**src/rtl/opb_register_bank_ppc2simulink.sv**
```systemverilog
// OPB slave bank: N_REGS byte-writable control words plus N_STATUS read-only status words.
// Latency: a hit in cycle 0 gives Sl_xferAck/Sl_DBus in cycle 1; ack never asserts two cycles running.
// No backpressure or retry; define OPB_REG_SHADOW_EN for shadow registers with an atomic COMMIT word.
module opb_register_bank_ppc2simulink #(
  parameter logic [31:0] C_BASEADDR   = 32'h01060900,
  parameter logic [31:0] C_HIGHADDR   = 32'h010609FF,
  parameter int          C_OPB_AWIDTH = 32,
  parameter int          C_OPB_DWIDTH = 32,
  parameter int          N_REGS       = 4,
  parameter int          N_STATUS     = 2,
  parameter logic [31:0] C_RESET_VAL  = 32'h00000000
) (
  input  logic                     OPB_Clk,
  input  logic                     OPB_Rst_n,
  input  logic [0:C_OPB_AWIDTH-1]  OPB_ABus,
  input  logic [0:3]               OPB_BE,
  input  logic [0:C_OPB_DWIDTH-1]  OPB_DBus,
  input  logic                     OPB_RNW,
  input  logic                     OPB_select,
  input  logic                     OPB_seqAddr,
  output logic [0:C_OPB_DWIDTH-1]  Sl_DBus,
  output logic                     Sl_errAck,
  output logic                     Sl_retry,
  output logic                     Sl_toutSup,
  output logic                     Sl_xferAck,
  output logic [N_REGS*32-1:0]     user_data_out,
  output logic [N_REGS-1:0]        user_wr_strobe,
  input  logic [N_STATUS*32-1:0]   user_data_in
);

  // Word index of the COMMIT register (only decoded in the shadow build).
  localparam int COMMIT_IDX = N_REGS + N_STATUS;

  // OPB numbers bits MSB-first, so a straight assignment puts DBus[k] on bit 31-k
  // and BE[0] (DBus[0:7]) on be[3] (bits 31:24).
  logic [31:0] addr;
  logic [31:0] wdata;
  logic [3:0]  be;
  logic [31:0] offset;
  logic [29:0] idx;
  logic        in_window;
  logic        hit;
  logic        wr_hit;
  logic        rd_hit;

  logic              ack_q;
  logic [31:0]       rdata_q, rdata_d;
  logic [N_REGS-1:0] strobe_q, strobe_d;
  logic [31:0]       ctrl_q [N_REGS];
  logic [31:0]       ctrl_d [N_REGS];

`ifdef OPB_REG_SHADOW_EN
  logic [31:0]       out_q [N_REGS];
  logic [31:0]       out_d [N_REGS];
  logic [N_REGS-1:0] pend_q, pend_d;
  logic              commit;
`endif

  logic unused_ok;

  assign addr   = OPB_ABus;
  assign wdata  = OPB_DBus;
  assign be     = OPB_BE;
  assign offset = addr - C_BASEADDR;
  assign idx    = offset[31:2];

  // Sequential-address hint and the byte offset within a word carry no meaning here.
  assign unused_ok = ^{OPB_seqAddr, offset[1:0]};

  assign in_window = (addr >= C_BASEADDR) && (addr <= C_HIGHADDR);
  // ack_q masks the ack cycle so a held select re-hits only every other cycle.
  assign hit    = OPB_select && in_window && !ack_q;
  assign wr_hit = hit && !OPB_RNW;
  assign rd_hit = hit && OPB_RNW;

`ifdef OPB_REG_SHADOW_EN
  // Commit fires on a write to the COMMIT word with DBus[31] (bit 0) enabled and set.
  assign commit = wr_hit && (idx == 30'(COMMIT_IDX)) && be[0] && wdata[0];
`endif

  // Merge the enabled bytes of a write into the old word.
  function automatic logic [31:0] merge_bytes(input logic [31:0] old_w,
                                              input logic [31:0] new_w,
                                              input logic [3:0]  en);
    logic [31:0] res;
    res = old_w;
    for (int b = 0; b < 4; b++) begin
      if (en[b]) res[8*b +: 8] = new_w[8*b +: 8];
    end
    return res;
  endfunction

  // Next-state decode: register writes, strobes, read mux, shadow commit.
  always_comb begin
    ctrl_d   = ctrl_q;
    strobe_d = '0;
    rdata_d  = '0;
`ifdef OPB_REG_SHADOW_EN
    out_d    = out_q;
    pend_d   = pend_q;
`endif
    for (int i = 0; i < N_REGS; i++) begin
      if (wr_hit && (idx == 30'(i))) begin
        ctrl_d[i] = merge_bytes(ctrl_q[i], wdata, be);
`ifdef OPB_REG_SHADOW_EN
        pend_d[i] = 1'b1;
`else
        // Strobe even with all byte enables low: software asked for a pulse.
        strobe_d[i] = 1'b1;
`endif
      end
      if (rd_hit && (idx == 30'(i))) rdata_d = ctrl_q[i];
    end
    for (int j = 0; j < N_STATUS; j++) begin
      if (rd_hit && (idx == 30'(N_REGS + j))) rdata_d = user_data_in[32*j +: 32];
    end
`ifdef OPB_REG_SHADOW_EN
    if (commit) begin
      out_d    = ctrl_q;
      strobe_d = pend_q;
      pend_d   = '0;
    end
    if (rd_hit && (idx == 30'(COMMIT_IDX))) rdata_d[N_REGS-1:0] = pend_q;
`endif
  end

  // Bus-side state and control (or shadow) registers.
  always_ff @(posedge OPB_Clk or negedge OPB_Rst_n) begin
    if (!OPB_Rst_n) begin
      ack_q    <= 1'b0;
      rdata_q  <= '0;
      strobe_q <= '0;
      for (int i = 0; i < N_REGS; i++) ctrl_q[i] <= C_RESET_VAL;
    end else begin
      ack_q    <= hit;
      rdata_q  <= rdata_d;
      strobe_q <= strobe_d;
      for (int i = 0; i < N_REGS; i++) ctrl_q[i] <= ctrl_d[i];
    end
  end

`ifdef OPB_REG_SHADOW_EN
  // Committed outputs and the written-since-last-commit mask.
  always_ff @(posedge OPB_Clk or negedge OPB_Rst_n) begin
    if (!OPB_Rst_n) begin
      pend_q <= '0;
      for (int i = 0; i < N_REGS; i++) out_q[i] <= C_RESET_VAL;
    end else begin
      pend_q <= pend_d;
      for (int i = 0; i < N_REGS; i++) out_q[i] <= out_d[i];
    end
  end
`endif

  for (genvar gi = 0; gi < N_REGS; gi++) begin : g_out
`ifdef OPB_REG_SHADOW_EN
    assign user_data_out[32*gi +: 32] = out_q[gi];
`else
    assign user_data_out[32*gi +: 32] = ctrl_q[gi];
`endif
  end

  // rdata_q is only loaded on a read hit, so it is zero outside the ack cycle.
  assign Sl_DBus        = rdata_q;
  assign Sl_xferAck     = ack_q;
  assign user_wr_strobe = strobe_q;
  assign Sl_errAck      = 1'b0;
  assign Sl_retry       = 1'b0;
  assign Sl_toutSup     = 1'b0;

endmodule

```
**config.mk**
```make
export PLATFORM = sky130hd
export DESIGN_NAME = opb_register_bank_ppc2simulink
export DESIGN_NICKNAME = d
export VERILOG_FILES = /design/src/rtl/opb_register_bank_ppc2simulink.sv
export SDC_FILE = /design/constraint.sdc
export NUM_CORES = 1
export LEC_CHECK = 0
export CAP_MARGIN = 20
export CORE_ASPECT_RATIO = 1.5
export CORE_UTILIZATION = 40
export CTS_CLUSTER_DIAMETER = 200
export DETAILED_ROUTE_END_ITERATION = 12
export GPL_TIMING_DRIVEN = 0
export PLACE_DENSITY = 0.8
export SYNTH_ARGS = -nofsm -noshare
export SYNTH_HDL_FRONTEND = slang
export SYNTH_SLANG_ARGS = --single-unit
```
**constraint.sdc**
```tcl
create_clock -name OPB_Clk -period 2.05 [get_ports OPB_Clk]
set_input_delay 0.615 -clock OPB_Clk [delete_from_list [all_inputs] [get_ports OPB_Clk]]
set_output_delay 0.615 -clock OPB_Clk [all_outputs]
set_load 0.02 [all_outputs]
```
# --- After elaboration in Yosys (flattened, before gate mapping) ---
# Index checks and enable logic that the tools add are counted.
totals:
  regBits: 165
  in_bits: 137
  out_inout_bits: 168
  wordCells: 71
classes:
  n_addsub: 1
  order_cmp: 2
  eq_ne: 5
  muxes: 10
  n_reduce_logical: 34
op_table:
  columns: ["cell", "count"]
  rows:
  - ["32-bit 2-to-1 mux", 6]
  - ["30-bit by 2-bit == test with 1-bit output (second input constant)", 2]
  - ["30-bit by 3-bit == test with 1-bit output (second input constant)", 2]
  - ["32-bit by 25-bit >= comparator with 1-bit output (second input constant)", 1]
  - ["32-bit by 25-bit less-or-equal comparator with 1-bit output (second input constant)", 1]
  - ["2-bit AND reduction", 16]
  - ["32-bit by 25-bit subtractor with 32-bit output (second input constant)", 1]
  - ["30-bit by 1-bit == test with 1-bit output (second input constant)", 1]
  - ["30-bit logical NOT", 1]
  - ["1-bit logical AND", 15]
  - ["1-bit 2-to-1 mux", 4]
  - ["1-bit logical NOT", 2]

# --- Logic depth before layout (Yosys ltp) ---
logic_depth:
  word_depth: 12
  ltp_mapped: 7
  depth_no_buf: 6

# --- Least setup slack after synthesis ---
# Ideal clock, no wire load.
synth_path:
  path_kind: "in2reg"
  start: "input OPB_ABus[3] in the netlist's numbering"
  end: "register ctrl_q, in the netlist user_data_out[120]"
  arrival_ps: 2507
  required_time_ps: 1925
  setup_slack_ps: -582
  cell_stages: 6
  path_buffers: 0
  path_cell_list: "nor4_4 > a21boi_0 > nor3_2 > nand4b_4 > nor2_4 > mux2_2"
synth_via:
  elab_chain_cells: 7
synth_rtl:
  columns: ["element", "line", "source"]
  rows:
  - ["start, declared", "15", "input logic [0:C_OPB_AWIDTH-1] OPB_ABus,"]
  - ["parallel branches: the longest is 5 deep, another holds 32-bit by 25-bit subtractor with 32-bit output", null, null]
  - ["1-bit logical AND *", "103", "if (wr_hit && (idx == 30'(i))) begin"]
  - ["2-bit AND reduction (no line) *", null, null]
  - ["end, declared", "49", "logic [31:0] ctrl_q [N_REGS];"]
# Mark *: on every way between the ends.
# A chain may end at the register's enable or synchronous reset.

# --- Worst setup path after layout ---
layout_path:
  start: "input OPB_ABus[22] in the netlist's numbering"
  end: "register ctrl_q, in the netlist user_data_out[40]"
layout_via:
  elab_chain_cells: 7
layout_rtl:
  columns: ["element", "line"]
  rows:
  - ["parallel branches: the longest is 5 deep, another holds 32-bit by 25-bit subtractor with 32-bit output", null]
  - ["1-bit logical AND *", "103"]
  - ["2-bit AND reduction (no line) *", null]
# Marked as above.

==> results <==
- The via count of the first global-routing pass is 6917.
- For this design the top-level I/O count stands at 305.
- The CTS tree is yes.
- The simple-gate share of the synthesized area is 12.6%.
- The count of buffers added on input and output ports is 296.
- The standard-cell row count is 62.
- The multi-input combinational cells in the finished layout cover a total of 4290 sq um.
- The flow ran to the end, but the final reports show violations.
- The clock buffer count from CTS is 17.
- The final HPWL from detailed placement is 19600 um.
- In this run the mean area of a mapped cell was 13.6 sq um.
- The top cell type by area accounts for 52.5% of the synthesized area.
- The static leakage is 6.67 nW.
- The floorplan die height is 174 um.
- The routed layout has 6563 vias.
- The proportion of synthesized chip area in sequential cells is 52.5%.
- Between clock sinks in the finished design, the worst skew comes to 6.57 ps.
- Routability-driven placement finished with a final weighted congestion of 0.865.
- The root buffer cell chosen for the clock tree is sky130_fd_sc_hd__clkbuf_16.
- Measured against the total synthesized area, the mux share comes to 27.5%.
- The H-tree depth is 4.
- The final hold violation count is 0.
- The remaining global-route overflow is 0.
- The number of enable-type register cells in the synthesized netlist is 0.
- The post-detailed-route DRC marker count is 0.
- The worst-case IR drop observed on VDD is 0.462 mV.
- The average wire per standard cell is 23.6 um.
- In the post-route analysis, the smallest setup slack over all paths is -310 ps.
- The first global-routing pass estimated 42200 um of wire.
- The dominant cell type by area after synthesis is sky130_fd_sc_hd__dfrtp_1.
- The buffer depth of the longest clock path is 2.
- STA puts the critical path data arrival time at 2670 ps.
- Of the cells placed in the final design, the portion with a size suffix greater than 1 is 35.1%.
- Clock-pin slew was measured on the worst setup and hold paths at 60 ps.
- The final layout contains routed wiring with a total length of 28500 um.
- For this run, the number of Yosys warnings is 0.
- The number of buffers added to fix hold violations after cts is 0.
- Compared with the post-synthesis result, the final layout area differs by 66.4%.
- The synthesized-area fraction occupied by adder cells is 0%.
- The final reports fail on setup timing.
- For this design, the slowest cell found on the critical path is sky130_fd_sc_hd__and4bb_2.
- Setup repair after global routing could not meet its margin everywhere.
- The most frequent cell after synthesis is sky130_fd_sc_hd__dfrtp_1.
- Entering global routing, the biggest net connects 85 pins.
- The worst hold slack across all endpoints is 167 ps.
- For this run, the top clock speed supported by timing is 424 MHz.
- Measured on the finished design, the core utilization comes to 68.0%.
- The finished layout holds 1207 standard cells, fillers aside.
- The share of the clock period used by the worst path is 115%.
- The die is 116 um wide.
- The headroom to the max-slew limit is 55.2%.
- In this run the cell area of the synthesized design comes to 7860 sq um.
- Counting every instance in the synthesized netlist gives 577.
- By area the synthesized netlist is led by sky130_fd_sc_hd__dfrtp_1, sky130_fd_sc_hd__mux2_2, sky130_fd_sc_hd__mux4_2.
- The combinational family with the most area after synthesis is multiplexers.
- Traced cell by cell, the critical path runs through clkdlybuf4s15_1 -> and4bb_2 -> nand3_4 -> nor4_4 -> buf_6 -> nand4_4 -> nor2_4 -> buf_12 -> mux2_4.
- The count of maximum capacitance violations is 0.
- The internal power contribution is 5.53 mW.
- The final count of negative-setup-slack endpoints is 156.
- The final setup TNS is -39530 ps.
- The synthesized netlist devotes 0.111% of its cell area to XOR and XNOR gates.
- The clock sink count is 165.
- Among all flip-flop cells after synthesis, the most frequent one is sky130_fd_sc_hd__dfrtp_1.
- The number of pins with negative max-slew slack in the final report is 0.
- Of all flip-flops after synthesis, the portion carrying an async set or reset was 100%.
- Before antenna repair, the detailed router went through 5 iterations.
- Once the floorplan was initialized, standard cells occupied 40.9% of the core.
- The core box area is 19200 sq um.
- The pin slew with the least headroom to its limit is 673 ps.
- Including well taps, the total number of placed cells is 1132.
- The part of the total power dissipated in combinational logic is 8.3%.
- The capturing element type of the critical path is a flip-flop.
- In this run, synthesis produced a sequential element count of 165.
- The residual antenna-violating net count after detailed routing is 0.
- The clock network burns 46.3% of the power.
- The total power per unit cell area is 549 nW/um^2.
- For this run, the total global-route usage over all layers was measured as 28.9%.
- The total die area is 20200 sq um.
- Of all nets on the critical path, the largest fanout is 8.
- The post-synthesis cell type count is 45.
- After the last flow step, the layout net total stands at 1074.
- The worst setup path is launched from a primary input.
- The worst hold path belongs to the class primary input to asynchronous set/reset pin.
- The standard cell area after detailed placement is 11300 sq um.
- The smallest clock period supported by the final layout is computed as 2360 ps.
- At the later pin of the worst-skew pair, clock insertion delay measures 430 ps.
- The sequential share of power is 45.3%.
- The worst setup path is of the primary input to flip-flop kind.
- The number of antenna violations at the first check in global routing is 1.
- Registers take 4130 sq um.
- The finished cells cover 13100 sq um.
- STA puts the critical path data required time at 2360 ps.
- Ranked by instance count, the synthesized netlist is headed by sky130_fd_sc_hd__dfrtp_1, sky130_fd_sc_hd__mux2_2, sky130_fd_sc_hd__mux4_2.
- In the routed layout, each cell is associated on average with a via count of 5.44.
- Summed over all nets, the switching power comes to 1.65 mW.
- Counting the fill cells in the layout gives 1396.
- On the worst path, the slowest cell contributes a delay of 370 ps.
- The proportion of total power due to net switching is 22.9%.
- The number of design-rule violations left by the first detailed-router iteration is 361.
- Summing the areas of all compound-gate instances in the mapped netlist gives 4.98% of the synthesized area.
flip-flops by register name, indices dropped and copies added, names as in the netlist:
| signal | count |
|---|---|
| user_data_out | 128 |
| Sl_DBus | 32 |
| user_wr_strobe | 4 |
| Sl_xferAck | 1 |
power by group through the flow:
stage          combinational (mW)  clock (mW)  sequential, mW
6_report                    0.596        3.33            3.26
3_5_place_dp                0.545           0            3.32
3_3_place_gp                0.533           0            3.32
4_1_cts                     0.573        3.35            3.26
5_1_grt                     0.637        3.49            3.25
2_1_floorplan               0.139           0            3.32
what timing repair did:
| action | CTS | global route |
|---|---|---|
| pin swaps | 57 | 27 |
| resized for setup | 348 | 68 |
| buffers inserted | 34 | 7 |
| hold endpoints to repair | 0 | 0 |
| setup endpoints to repair | 262 | 178 |
| gates cloned | 3 | 0 |
cells by family after synthesis:
family / Yosys count
flip-flops: 165
multiplexers: 160
AND/OR/NAND/NOR: 141
AO/OA/AOI/OAI: 65
buffers and inverters: 44
XOR/XNOR: 1
other: 1
final timing paths:
path                       slack (ps)          startpoint                 end  cells after the start
setup / recovery                 -310        OPB_ABus[22]   user_data_out[40]                      9
hold / removal                    170           OPB_Rst_n   user_data_out[71]                      1
setup reg to reg                 -260          Sl_xferAck   user_data_out[40]                      8
hold reg to reg                   530  user_data_out[100]  user_data_out[100]                      1
max in group asynchronous        1030           OPB_Rst_n   user_data_out[22]                      2
min in group OPB_Clk              530  user_data_out[100]  user_data_out[100]                      1
per-stage QoR:
step	worst slack, ps	power [mW]
2_1_floorplan	-558	3.46
3_3_place_gp	-6470	3.85
6_report	-310	7.18
3_5_place_dp	-1470	3.86
4_1_cts	-238	7.17
5_1_grt	-348	7.38
layout make-up:
cell class | instances | area share, %
Multi-Input combinational cell | 370 | 32.8
Sequential cell | 165 | 31.6
Timing Repair Buffer | 341 | 26.2
Clock buffer | 20 | 3.49
Tap cell | 256 | 2.45
Buffer | 32 | 2.06
Clock inverter | 12 | 1.18
Inverter | 10 | 0.287
Antenna cell | 1 | 0.0191
cell usage in the layout (no fill, tap or decap), types with 7 or more instances in the layout:
master                              n
sky130_fd_sc_hd__inv_1             10
sky130_fd_sc_hd__and3_1            24
sky130_fd_sc_hd__a222oi_1           8
sky130_fd_sc_hd__clkbuf_8           9
sky130_fd_sc_hd__nand3_1           21
sky130_fd_sc_hd__o21ai_0           21
sky130_fd_sc_hd__buf_2              7
sky130_fd_sc_hd__mux4_2            32
sky130_fd_sc_hd__nor2_1            26
sky130_fd_sc_hd__clkbuf_16         18
sky130_fd_sc_hd__dlymetal6s2s_1    18
sky130_fd_sc_hd__dlygate4sd2_1    120
sky130_fd_sc_hd__buf_6              8
sky130_fd_sc_hd__buf_12            17
sky130_fd_sc_hd__a21oi_1           20
sky130_fd_sc_hd__mux2_4           128
sky130_fd_sc_hd__clkbuf_1           9
sky130_fd_sc_hd__buf_4             24
sky130_fd_sc_hd__dfrtp_1          165
sky130_fd_sc_hd__clkbuf_4           8
sky130_fd_sc_hd__clkdlybuf4s50_1  137
sky130_fd_sc_hd__nor2_4            17
routing by layer:
metal	share of wire [%]	global-route usage, %
met3	6.0	6.19
met1	38	34.3
met5	0	0
met2	52	48.7
met4	4.3	13.9
critical path: cells and delay by family:
family | cells | cell delay (ps)
and+or+nand+nor | 5 | 1180
buffers and inverters | 3 | 540
muxes | 1 | 310
Note: power is estimated with default switching activity, not from simulation.
